[config.mk]
export PLATFORM = sky130hd
export DESIGN_NAME = hps_frame_sequencer
export DESIGN_NICKNAME = d
export VERILOG_FILES = /design/src/rtl/hps_frame_pkg.sv /design/src/rtl/hps_frame_watchdog.sv /design/src/rtl/hps_frame_sequencer.sv
export SDC_FILE = /design/constraint.sdc
export NUM_CORES = 1
export LEC_CHECK = 0
export CAP_MARGIN = 20
export CORE_MARGIN = 1.5
export CORE_UTILIZATION = 38
export DETAILED_ROUTE_END_ITERATION = 10
export PLACE_DENSITY_LB_ADDON = 0.2
export SETUP_SLACK_MARGIN = 0.2
export SLEW_MARGIN = 25
export SYNTH_ARGS = -nofsm -noshare
export SYNTH_HDL_FRONTEND = slang
export SYNTH_SLANG_ARGS = --single-unit
[constraint.sdc]
create_clock -name sys_clk -period 3.42 [get_ports sys_clk]
set_clock_uncertainty 0.2 [all_clocks]
set_input_delay 0.684 -clock sys_clk [delete_from_list [all_inputs] [get_ports sys_clk]]
set_output_delay 0.684 -clock sys_clk [all_outputs]
set_load 0.1 [all_outputs]
[src/rtl/hps_frame_pkg.sv]
// Shared types and constants for the HPS frame sequencer.
//   state_t : frame sequencer states (IDLE, CMD, DATA, ERR)
//   chan_t  : which client owns the open frame (none, core IO, OSD)
//   IDLE_RESP_DEF : response word driven when no frame is open
//   ERR_CNT_W     : width of the saturating protocol error counter
package hps_frame_pkg;

    typedef enum logic [1:0] {
        ST_IDLE = 2'd0,
        ST_CMD  = 2'd1,
        ST_DATA = 2'd2,
        ST_ERR  = 2'd3
    } state_t;

    typedef enum logic [1:0] {
        CH_NONE = 2'd0,
        CH_IO   = 2'd1,
        CH_OSD  = 2'd2
    } chan_t;

    localparam logic [15:0] IDLE_RESP_DEF = 16'h0000;
    localparam int          ERR_CNT_W     = 8;

endpackage

[src/rtl/hps_frame_watchdog.sv]
// Frame watchdog: counts cycles without a word strobe while a frame is open.
//   clk, rst_n : clock, asynchronous active-low reset
//   clr        : restart the count (word strobe, or no frame open)
//   en         : count this cycle (frame open)
//   tc         : terminal count, high in the (2^TO_W-1)-th counted cycle
//                since the last clear; never high when TO_EN = 0
module hps_frame_watchdog #(
    parameter int TO_W  = 20,
    parameter bit TO_EN = 1'b1
) (
    input  logic clk,
    input  logic rst_n,
    input  logic clr,
    input  logic en,
    output logic tc
);

    // The count holds the number of cycles already counted, so the cycle
    // that would be number 2^TO_W-1 sees count == 2^TO_W-2.
    localparam logic [TO_W-1:0] LAST = {TO_W{1'b1}} - TO_W'(1);

    logic [TO_W-1:0] count;

    always_ff @(posedge clk or negedge rst_n) begin
        if (!rst_n) begin
            count <= '0;
        end else if (clr) begin
            count <= '0;
        end else if (en && (count != LAST)) begin
            count <= count + 1'b1;
        end
    end

    assign tc = TO_EN && en && !clr && (count == LAST);

endmodule

[src/rtl/hps_frame_sequencer.sv]
// Frames the HPS SPI word stream into command + payload words and shares the
// single word channel between the core IO client and the OSD client.
//   sys_clk, reset_n      : clock, asynchronous active-low reset
//   hps_word, hps_strobe  : received SPI word and its one-cycle strobe
//   fpga_en               : master enable, low aborts any open frame
//   io_en, osd_en         : client frame enables (levels)
//   hps_resp              : response word back to the SPI slave
//   cmd, din, idx         : frame command, payload word and payload index
//   io_*/osd_* strobes    : per-client command / payload / frame-end pulses
//   io_dout, osd_dout     : client response words
//   frame_abort, frame_err, err_cnt : abort pulse, error pulse, error count
// All outputs are registered one cycle after the input that causes them.
module hps_frame_sequencer
    import hps_frame_pkg::*;
#(
    parameter int          IDX_W     = 12,
    parameter int          TO_W      = 20,
    parameter bit          TO_EN     = 1'b1,
    parameter logic [15:0] IDLE_RESP = IDLE_RESP_DEF
) (
    input  logic                 sys_clk,
    input  logic                 reset_n,
    input  logic [15:0]          hps_word,
    input  logic                 hps_strobe,
    input  logic                 fpga_en,
    input  logic                 io_en,
    input  logic                 osd_en,
    output logic [15:0]          hps_resp,
    output logic [15:0]          cmd,
    output logic [15:0]          din,
    output logic [IDX_W-1:0]     idx,
    output logic                 io_cmd_stb,
    output logic                 io_din_stb,
    output logic                 io_end,
    output logic                 osd_cmd_stb,
    output logic                 osd_din_stb,
    output logic                 osd_end,
    input  logic [15:0]          io_dout,
    input  logic [15:0]          osd_dout,
    output logic                 frame_abort,
    output logic                 frame_err,
    output logic [ERR_CNT_W-1:0] err_cnt
);

    function automatic logic [IDX_W-1:0] sat_inc_idx(input logic [IDX_W-1:0] v);
        return (v == '1) ? v : v + 1'b1;
    endfunction

    function automatic logic [ERR_CNT_W-1:0] sat_inc_err(input logic [ERR_CNT_W-1:0] v);
        return (v == '1) ? v : v + 1'b1;
    endfunction

    state_t               state, state_nxt;
    chan_t                chan, chan_nxt;
    logic [IDX_W-1:0]     cnt, cnt_nxt;
    logic [15:0]          cmd_nxt, din_nxt, resp_nxt;
    logic [IDX_W-1:0]     idx_nxt;
    logic                 cmd_stb_nxt, din_stb_nxt, end_nxt, abort_nxt, err_nxt;
    logic [ERR_CNT_W-1:0] err_cnt_nxt;
    logic                 own_en, other_en, in_frame, wd_tc;

    assign in_frame = (state == ST_CMD) || (state == ST_DATA);

    hps_frame_watchdog #(
        .TO_W  (TO_W),
        .TO_EN (TO_EN)
    ) u_watchdog (
        .clk   (sys_clk),
        .rst_n (reset_n),
        .clr   (hps_strobe || !in_frame),
        .en    (in_frame),
        .tc    (wd_tc)
    );

    always_ff @(posedge sys_clk or negedge reset_n) begin
        if (!reset_n) begin
            state <= ST_IDLE;
            chan  <= CH_NONE;
            cnt   <= '0;
        end else begin
            state <= state_nxt;
            chan  <= chan_nxt;
            cnt   <= cnt_nxt;
        end
    end

    always_comb begin
        state_nxt   = state;
        chan_nxt    = chan;
        cnt_nxt     = cnt;
        cmd_nxt     = cmd;
        din_nxt     = din;
        idx_nxt     = idx;
        cmd_stb_nxt = 1'b0;
        din_stb_nxt = 1'b0;
        end_nxt     = 1'b0;
        abort_nxt   = 1'b0;
        own_en      = (chan == CH_IO) ? io_en  : osd_en;
        other_en    = (chan == CH_IO) ? osd_en : io_en;

        if (!fpga_en) begin
            // Master enable overrides everything, including a pending strobe.
            state_nxt = ST_IDLE;
            if (in_frame) begin
                end_nxt   = 1'b1;
                abort_nxt = 1'b1;
            end
        end else begin
            case (state)
                ST_IDLE: begin
                    if (io_en && osd_en) begin
                        state_nxt = ST_ERR;
                    end else if (io_en) begin
                        state_nxt = ST_CMD;
                        chan_nxt  = CH_IO;
                    end else if (osd_en) begin
                        state_nxt = ST_CMD;
                        chan_nxt  = CH_OSD;
                    end
                end
                ST_CMD, ST_DATA: begin
                    if (other_en) begin
                        end_nxt   = 1'b1;
                        state_nxt = ST_ERR;
                    end else if (wd_tc) begin
                        end_nxt   = 1'b1;
                        abort_nxt = 1'b1;
                        state_nxt = ST_ERR;
                    end else if (state == ST_CMD) begin
                        // An enable drop before the command word is an empty frame.
                        if (!own_en) begin
                            state_nxt = ST_IDLE;
                        end else if (hps_strobe) begin
                            cmd_nxt     = hps_word;
                            cmd_stb_nxt = 1'b1;
                            idx_nxt     = '0;
                            cnt_nxt     = '0;
                            state_nxt   = ST_DATA;
                        end
                    end else begin
                        // A word arriving with the enable drop is still delivered.
                        if (hps_strobe) begin
                            din_nxt     = hps_word;
                            din_stb_nxt = 1'b1;
                            idx_nxt     = cnt;
                            cnt_nxt     = sat_inc_idx(cnt);
                        end
                        if (!own_en) begin
                            end_nxt   = 1'b1;
                            state_nxt = ST_IDLE;
                        end
                    end
                end
                ST_ERR: begin
                    if (!io_en && !osd_en) begin
                        state_nxt = ST_IDLE;
                    end
                end
                default: state_nxt = ST_IDLE;
            endcase
        end

        err_nxt     = (state_nxt == ST_ERR) && (state != ST_ERR);
        err_cnt_nxt = err_nxt ? sat_inc_err(err_cnt) : err_cnt;
        resp_nxt    = !in_frame ? IDLE_RESP : ((chan == CH_IO) ? io_dout : osd_dout);
    end

    always_ff @(posedge sys_clk or negedge reset_n) begin
        if (!reset_n) begin
            hps_resp    <= IDLE_RESP;
            cmd         <= '0;
            din         <= '0;
            idx         <= '0;
            io_cmd_stb  <= 1'b0;
            io_din_stb  <= 1'b0;
            io_end      <= 1'b0;
            osd_cmd_stb <= 1'b0;
            osd_din_stb <= 1'b0;
            osd_end     <= 1'b0;
            frame_abort <= 1'b0;
            frame_err   <= 1'b0;
            err_cnt     <= '0;
        end else begin
            hps_resp    <= resp_nxt;
            cmd         <= cmd_nxt;
            din         <= din_nxt;
            idx         <= idx_nxt;
            io_cmd_stb  <= cmd_stb_nxt && (chan == CH_IO);
            io_din_stb  <= din_stb_nxt && (chan == CH_IO);
            io_end      <= end_nxt     && (chan == CH_IO);
            osd_cmd_stb <= cmd_stb_nxt && (chan == CH_OSD);
            osd_din_stb <= din_stb_nxt && (chan == CH_OSD);
            osd_end     <= end_nxt     && (chan == CH_OSD);
            frame_abort <= abort_nxt;
            frame_err   <= err_nxt;
            err_cnt     <= err_cnt_nxt;
        end
    end

endmodule
**Word-level counts from Yosys, hierarchy flattened**

Index checks and enable logic that the tools add are counted.

- Bits of input ports: 54
- Logic and storage cells: 118
- Output and inout bits: 76
- Flip-flop bits (word level): 112

- Equal/unequal tests: 14
- Multiplexer cells: 50
- Reductions and logical operators: 29
- $add $sub $neg: 3
- Bitwise operators: 5

Operator list:

| operator | number |
|---|---|
| $mux 12 | 7 |
| $mux 20 | 2 |
| $mux 16 | 2 |
| $mux 2 | 13 |
| $mux 1 | 25 |
| $add 20x1->20 const B | 1 |
| $eq 20x20->1 const B | 1 |
| $ne 20x20->1 const B | 1 |
| $reduce_and 7->1 | 2 |
| $add 12x1->12 const B | 1 |
| $eq 12x12->1 const B | 1 |
| $logic_and 1x1->1 | 12 |
| $add 8x1->8 const B | 1 |
| $eq 2x2->1 const B | 4 |
| $eq 8x8->1 const B | 1 |
| $ne 2x2->1 const B | 4 |
| $reduce_and 8->1 | 1 |
| $pmux 2 s3 | 1 |
| $reduce_and 6->1 | 1 |
| $reduce_bool 2->1 | 3 |
| $not 1->1 | 5 |
| $eq 2x1->1 const B | 2 |
| $logic_not 1->1 | 4 |
| $reduce_and 4->1 | 1 |
| 4 further kinds | 5 |

**Logic depth before layout (Yosys ltp)**

- Word-level depth: 14
- Gate-level depth with buffers: 10

**By module**

From an unflattened synthesis, not the netlist that was laid out.

- Cell total of the unflattened synthesis: 518
- Area, all modules: 5171.2 µm²

Modules (own cells, without submodules):

| module | area each (µm²) | sequential area each (µm²) | cells an instance | times used |
|---|---|---|---|---|
| hps_frame_sequencer | 4001.3 | 2302.2 | 399 | 1 |
| hps_frame_watchdog | 1169.9 | 500.5 | 119 | 1 |

**Least setup slack after synthesis**

Ideal clock, no wire load.

- Path type: register to register
- Start: reg state[0]
- End: reg err_cnt[7]
- Data required time: 3.092 ns
- Path buffers: 1
- Cell stages (with the launch flop): 10
- Setup slack: 0.829 ns
- Arrival: 2.263 ns
- Library setup time: 0.128 ns
- Period minus slack after synthesis: 2.591 ns
- Cells stage by stage: dfrtp_1 > inv_1 > ha_1 > clkbuf_1 > nand4b_1 > nor4_4 > a211oi_2 > a31oi_4 > nand4_1 > mux2_1

- Word-level cells in the longest chain between the ends: 14

Ends and longest elaborated chain:

| item | line | text |
|---|---|---|
| start, declared | hps_frame_sequencer.sv:53 | `state_t state, state_nxt;` |
| start signal, assigned | hps_frame_sequencer.sv:81 | `state <= state_nxt;` |
| $eq 2x1->1 or $eq 2x2->1 (tied branches) | hps_frame_sequencer.sv:62, hps_frame_sequencer.sv:109, hps_frame_sequencer.sv:129 |  |
| $logic_or 1x1->1 | hps_frame_sequencer.sv:62 | `assign in_frame = (state == ST_CMD) \|\| (state == ST_DATA);` |
| $logic_not 1->1 | -- |  |
| $logic_or 1x1->1 | hps_frame_sequencer.sv:70 | `.clr (hps_strobe \|\| !in_frame),` |
| $logic_not 1->1 | hps_frame_watchdog.sv:34 | `assign tc = TO_EN && en && !clr && (count == LAST);` |
| $logic_and 1x1->1 (2 in series) | hps_frame_watchdog.sv:34 |  |
| $mux 2 | hps_frame_sequencer.sv:125 | `end else if (wd_tc) begin` |
| $mux 2 | hps_frame_sequencer.sv:122 | `if (other_en) begin` |
| $pmux 2 s3 | hps_frame_sequencer.sv:109 | `case (state)` |
| $mux 2 | hps_frame_sequencer.sv:101 | `if (!fpga_en) begin` |
| $eq 2x2->1 | hps_frame_sequencer.sv:163 | `err_nxt = (state_nxt == ST_ERR) && (state != ST_ERR);` |
| $logic_and 1x1->1 * | hps_frame_sequencer.sv:163 |  |
| net err_nxt | hps_frame_sequencer.sv:58 | `logic cmd_stb_nxt, din_stb_nxt, end_nxt, abort_nxt, err_nxt;` |
| $reduce_and 2->1 (no source line) * | -- |  |
| end signal, assigned | hps_frame_sequencer.sv:196 | `err_cnt <= err_cnt_nxt;` |
| end, declared | hps_frame_sequencer.sv:42 | `output logic [ERR_CNT_W-1:0] err_cnt` |

The timed path passes the listed nets; every way through them passes the cells marked *.
A chain may end at the register's enable or synchronous reset.

**Worst setup path after layout**

- Start: in io_en
- End: reg err_cnt[7]

- Word-level cells in the longest chain between the ends: 10

Ends and longest elaborated chain:

| item | line | text |
|---|---|---|
| start, declared | hps_frame_sequencer.sv:26 | `input logic io_en,` |
| $mux 1 | hps_frame_sequencer.sv:98 | `own_en = (chan == CH_IO) ? io_en : osd_en;` |
| $mux 2, on equally long branches | hps_frame_sequencer.sv:148, hps_frame_sequencer.sv:131 |  |
| $mux 2 | hps_frame_sequencer.sv:129 | `end else if (state == ST_CMD) begin` |
| $mux 2 | hps_frame_sequencer.sv:125 |  |
| $mux 2 | hps_frame_sequencer.sv:122 |  |
| $pmux 2 s3 * | hps_frame_sequencer.sv:109 |  |
| $mux 2 * | hps_frame_sequencer.sv:101 |  |
| $eq 2x2->1 * | hps_frame_sequencer.sv:163 |  |
| $logic_and 1x1->1 * | hps_frame_sequencer.sv:163 |  |
| net err_nxt | hps_frame_sequencer.sv:58 |  |
| $reduce_and 2->1 (no source line) * | -- |  |

Marked as above.

==> reports/metrics.csv <==
metric;value;unit
status;finished, final reports clean;
final hold violations;0;
largest cells by area after synthesis;dfrtp_1 55%, mux2_2 7.3%, nand2_1 4.9%, nor2_1 2.5%, ha_1 2.5%;
chip height;119;microns
synth unique cells;54;
worst r2r src;state[0]$_DFF_PN0_;
Synth Area in XOR/XNOR;0.0463;
Max VDD drop;0.000847;V
critical path type;in2reg;
Post-synth top flop;dfrtp_1;
synthesized area;5100;sq um
Worst slew margin;0.500;
drt wl/cell;14.2;microns
largest net degree at the start of global routing;54;
Max-Cap Viols;0;
number of detailed-route iterations in the first pass;5;
final RePlAce weighted congestion;0.811;
Synthesized Nets;533;
final instance area;6770;sq um
post-synthesis sequential area ratio;0.549;
Yosys warning total;0;
Critical Path RT;3460;ps
R2R setup slack;610;ps
Crit. End Element;flip-flop;
synthesized instance count;469;
post_cts resized;0;
final setup TNS;0;ps
Leak Pwr;3.07;nW
H-tree Lvls;3;
largest family of logic cells by synthesized area;simple AND/OR/NAND/NOR gates;
Remaining DRCs;0;
Hold Path Class;in2async;
initial antenna violation count;0;
RSZ-0062 raised after global routing;false;
Vias/cell;4.99;
Slew Viols, Final;0;
initial DRC count;165;
Critical Path Fanout Max;7;
Placed Cells incl. Taps;767;
Vias;3911;
placed cell area;6440;sq um
Row Count;42;
total CTS buffers;9;
Startpoint Class;input port;
hold buffer count at cts;0;
most frequent cell after synthesis;dfrtp_1;
Final nets;666;
Detailed Route WL;11.1;mm
fin crit period;2880;ps
mux cell area share after synthesis;0.0861;
# IOs;130;
Area Growth Syn to Fin;32.7;%
Tot Pwr;6.85;mW
Final setup viols;0;
clk root buf;clkbuf_16;
ys async rst share;1.00;
Core Area;13200;sq um
Synth area leader;dfrtp_1;
Non-Filler Instances;783;
GRT Residual Overflow;0;
vias in the first global route;3913;
commonest cells in the netlist;112 x dfrtp_1, 67 x nand2_1, 34 x nor2_1;
number of port buffers;129;
die footprint;14100;sq um
CP Data Arrival Time;2920;ps
GRT Util Overall;0.163;
fmax;0.347;GHz
initial core utilization;0.387;
pwr dens;1010;nW/um^2
clock-pin slew on the worst setup and hold paths;70;ps
Min Hold Slack;68.2;ps
Seq cells post-synth;112;
latest clock arrival within the worst-skew pair;360;ps
CTS tree;done;
DP HPWL;8.11;mm
start point of the critical path;io_en;
Worst-Margin Slew;747;ps
first-pass GRT wire length;18.6;mm
ANT cells;0;
die width;119;microns
Max Root-Sink Buffers;2;
Setup Fix Bufs, Post-CTS;0;
Compound-Gate Fraction of Synth Area;0.0735;
Yosys top cell area share;0.549;
ANT nets after route;0;
Post-synth EDFFs;0;
Final Cycle Share;0.843;
Post-Synthesis Mean Instance Area;10.9;sq um
layout cells sized above 1;0.254;
Synth Area in Adders;0.0245;
Post-Synth Simple-Gate Area;0.195;
clock sinks;112;
## kinds of logic (layout without fill, tap and decap cells)
kind of cell | Yosys count | after routing
AND/OR/NAND/NOR | 188 | 188
flip-flops | 112 | 112
AO/OA/AOI/OAI | 62 | 62
multiplexers | 39 | 39
XOR/XNOR | 27 | 27
adder cells (fa/ha/maj) | 10 | 10
buffers and inverters | 31 | 169
## area by class of cell
class	instances	area, sq um
repair buffers	142	1210
inverters	11	41.3
fillers	1196	6420
well taps	176	220
clock inverters	6	91.3
clock buffers	10	239
multi-input cells	326	2170
flip-flops and latches	112	2800
## power breakdown
part | total (mW) | switching (mW) | internal [mW]
Sequential | 1.91 | 0.243 | 1.67
Combinational | 3.79 | 2.92 | 0.870
Clock | 1.15 | 0.483 | 0.666
## layer usage
| metal | share of wire | wire length, microns | track usage |
|---|---|---|---|
| met5 | 0 | 0 | 0 |
| met4 | 0.021 | 235 | 0.0730 |
| met3 | 0.067 | 752 | 0.0431 |
| met2 | 0.46 | 5180 | 0.265 |
| met1 | 0.45 | 4980 | 0.205 |
## cell usage in the layout, fill, tap and decap left out, drive strengths merged, types with 10 or more instances in the layout
cell type	Yosys	routed
mux2	36	36
clkdlybuf4s50	0	52
inv	10	11
nand3	19	19
nand2	67	67
xor2	14	14
nand2b	15	15
ha	10	10
clkbuf	13	10
xnor2	13	13
nor2	34	34
a21oi	23	23
dfrtp	112	112
o21ai	24	24
nand4	13	13
buf	7	90
## sequential cells by signal, indices dropped and copies added, names as in the netlist
register          cells
hps_resp             16
u_watchdog.count     20
frame_err             1
chan                  2
osd_end               1
osd_cmd_stb           1
err_cnt               8
io_din_stb            1
io_end                1
state                 2
din                  16
idx                  12
cmd                  16
frame_abort           1
io_cmd_stb            1
osd_din_stb           1
cnt                  12
## worst paths after layout
| kind | to | cells after the start |
|---|---|---|
| worst max-delay path | err_cnt[7]$_DFFE_PN0P_ | 8 |
| worst min-delay path | hps_resp[6]$_DFF_PN0_ | 1 |
| worst max register to register | err_cnt[7]$_DFFE_PN0P_ | 8 |
| worst min register to register | idx[4]$_DFFE_PN0P_ | 2 |
| max in group asynchronous | cnt[6]$_DFFE_PN0P_ | 2 |
| min in group sys_clk | idx[4]$_DFFE_PN0P_ | 2 |
## stage by stage
| step | worst slack (ps) | util |
|---|---|---|
| 6_report | 537 | 0.513 |
| 5_1_grt | 409 | 0.513 |
| 4_1_cts | 545 | 0.513 |
| 3_5_place_dp | 170 | 0.488 |
| 3_3_place_gp | 217 | 0.488 |
| 2_1_floorplan | 829 | - |
## worst max-delay path, cell delays in order
cell             delay, ps
clkdlybuf4s50_1        580
ha_1                   170
or4b_1                 110
o21ai_1                 70
or4_4                  550
a31oi_4                270
nand4_1                150
mux2_1                 330
Power figures use the tool's default switching activity.
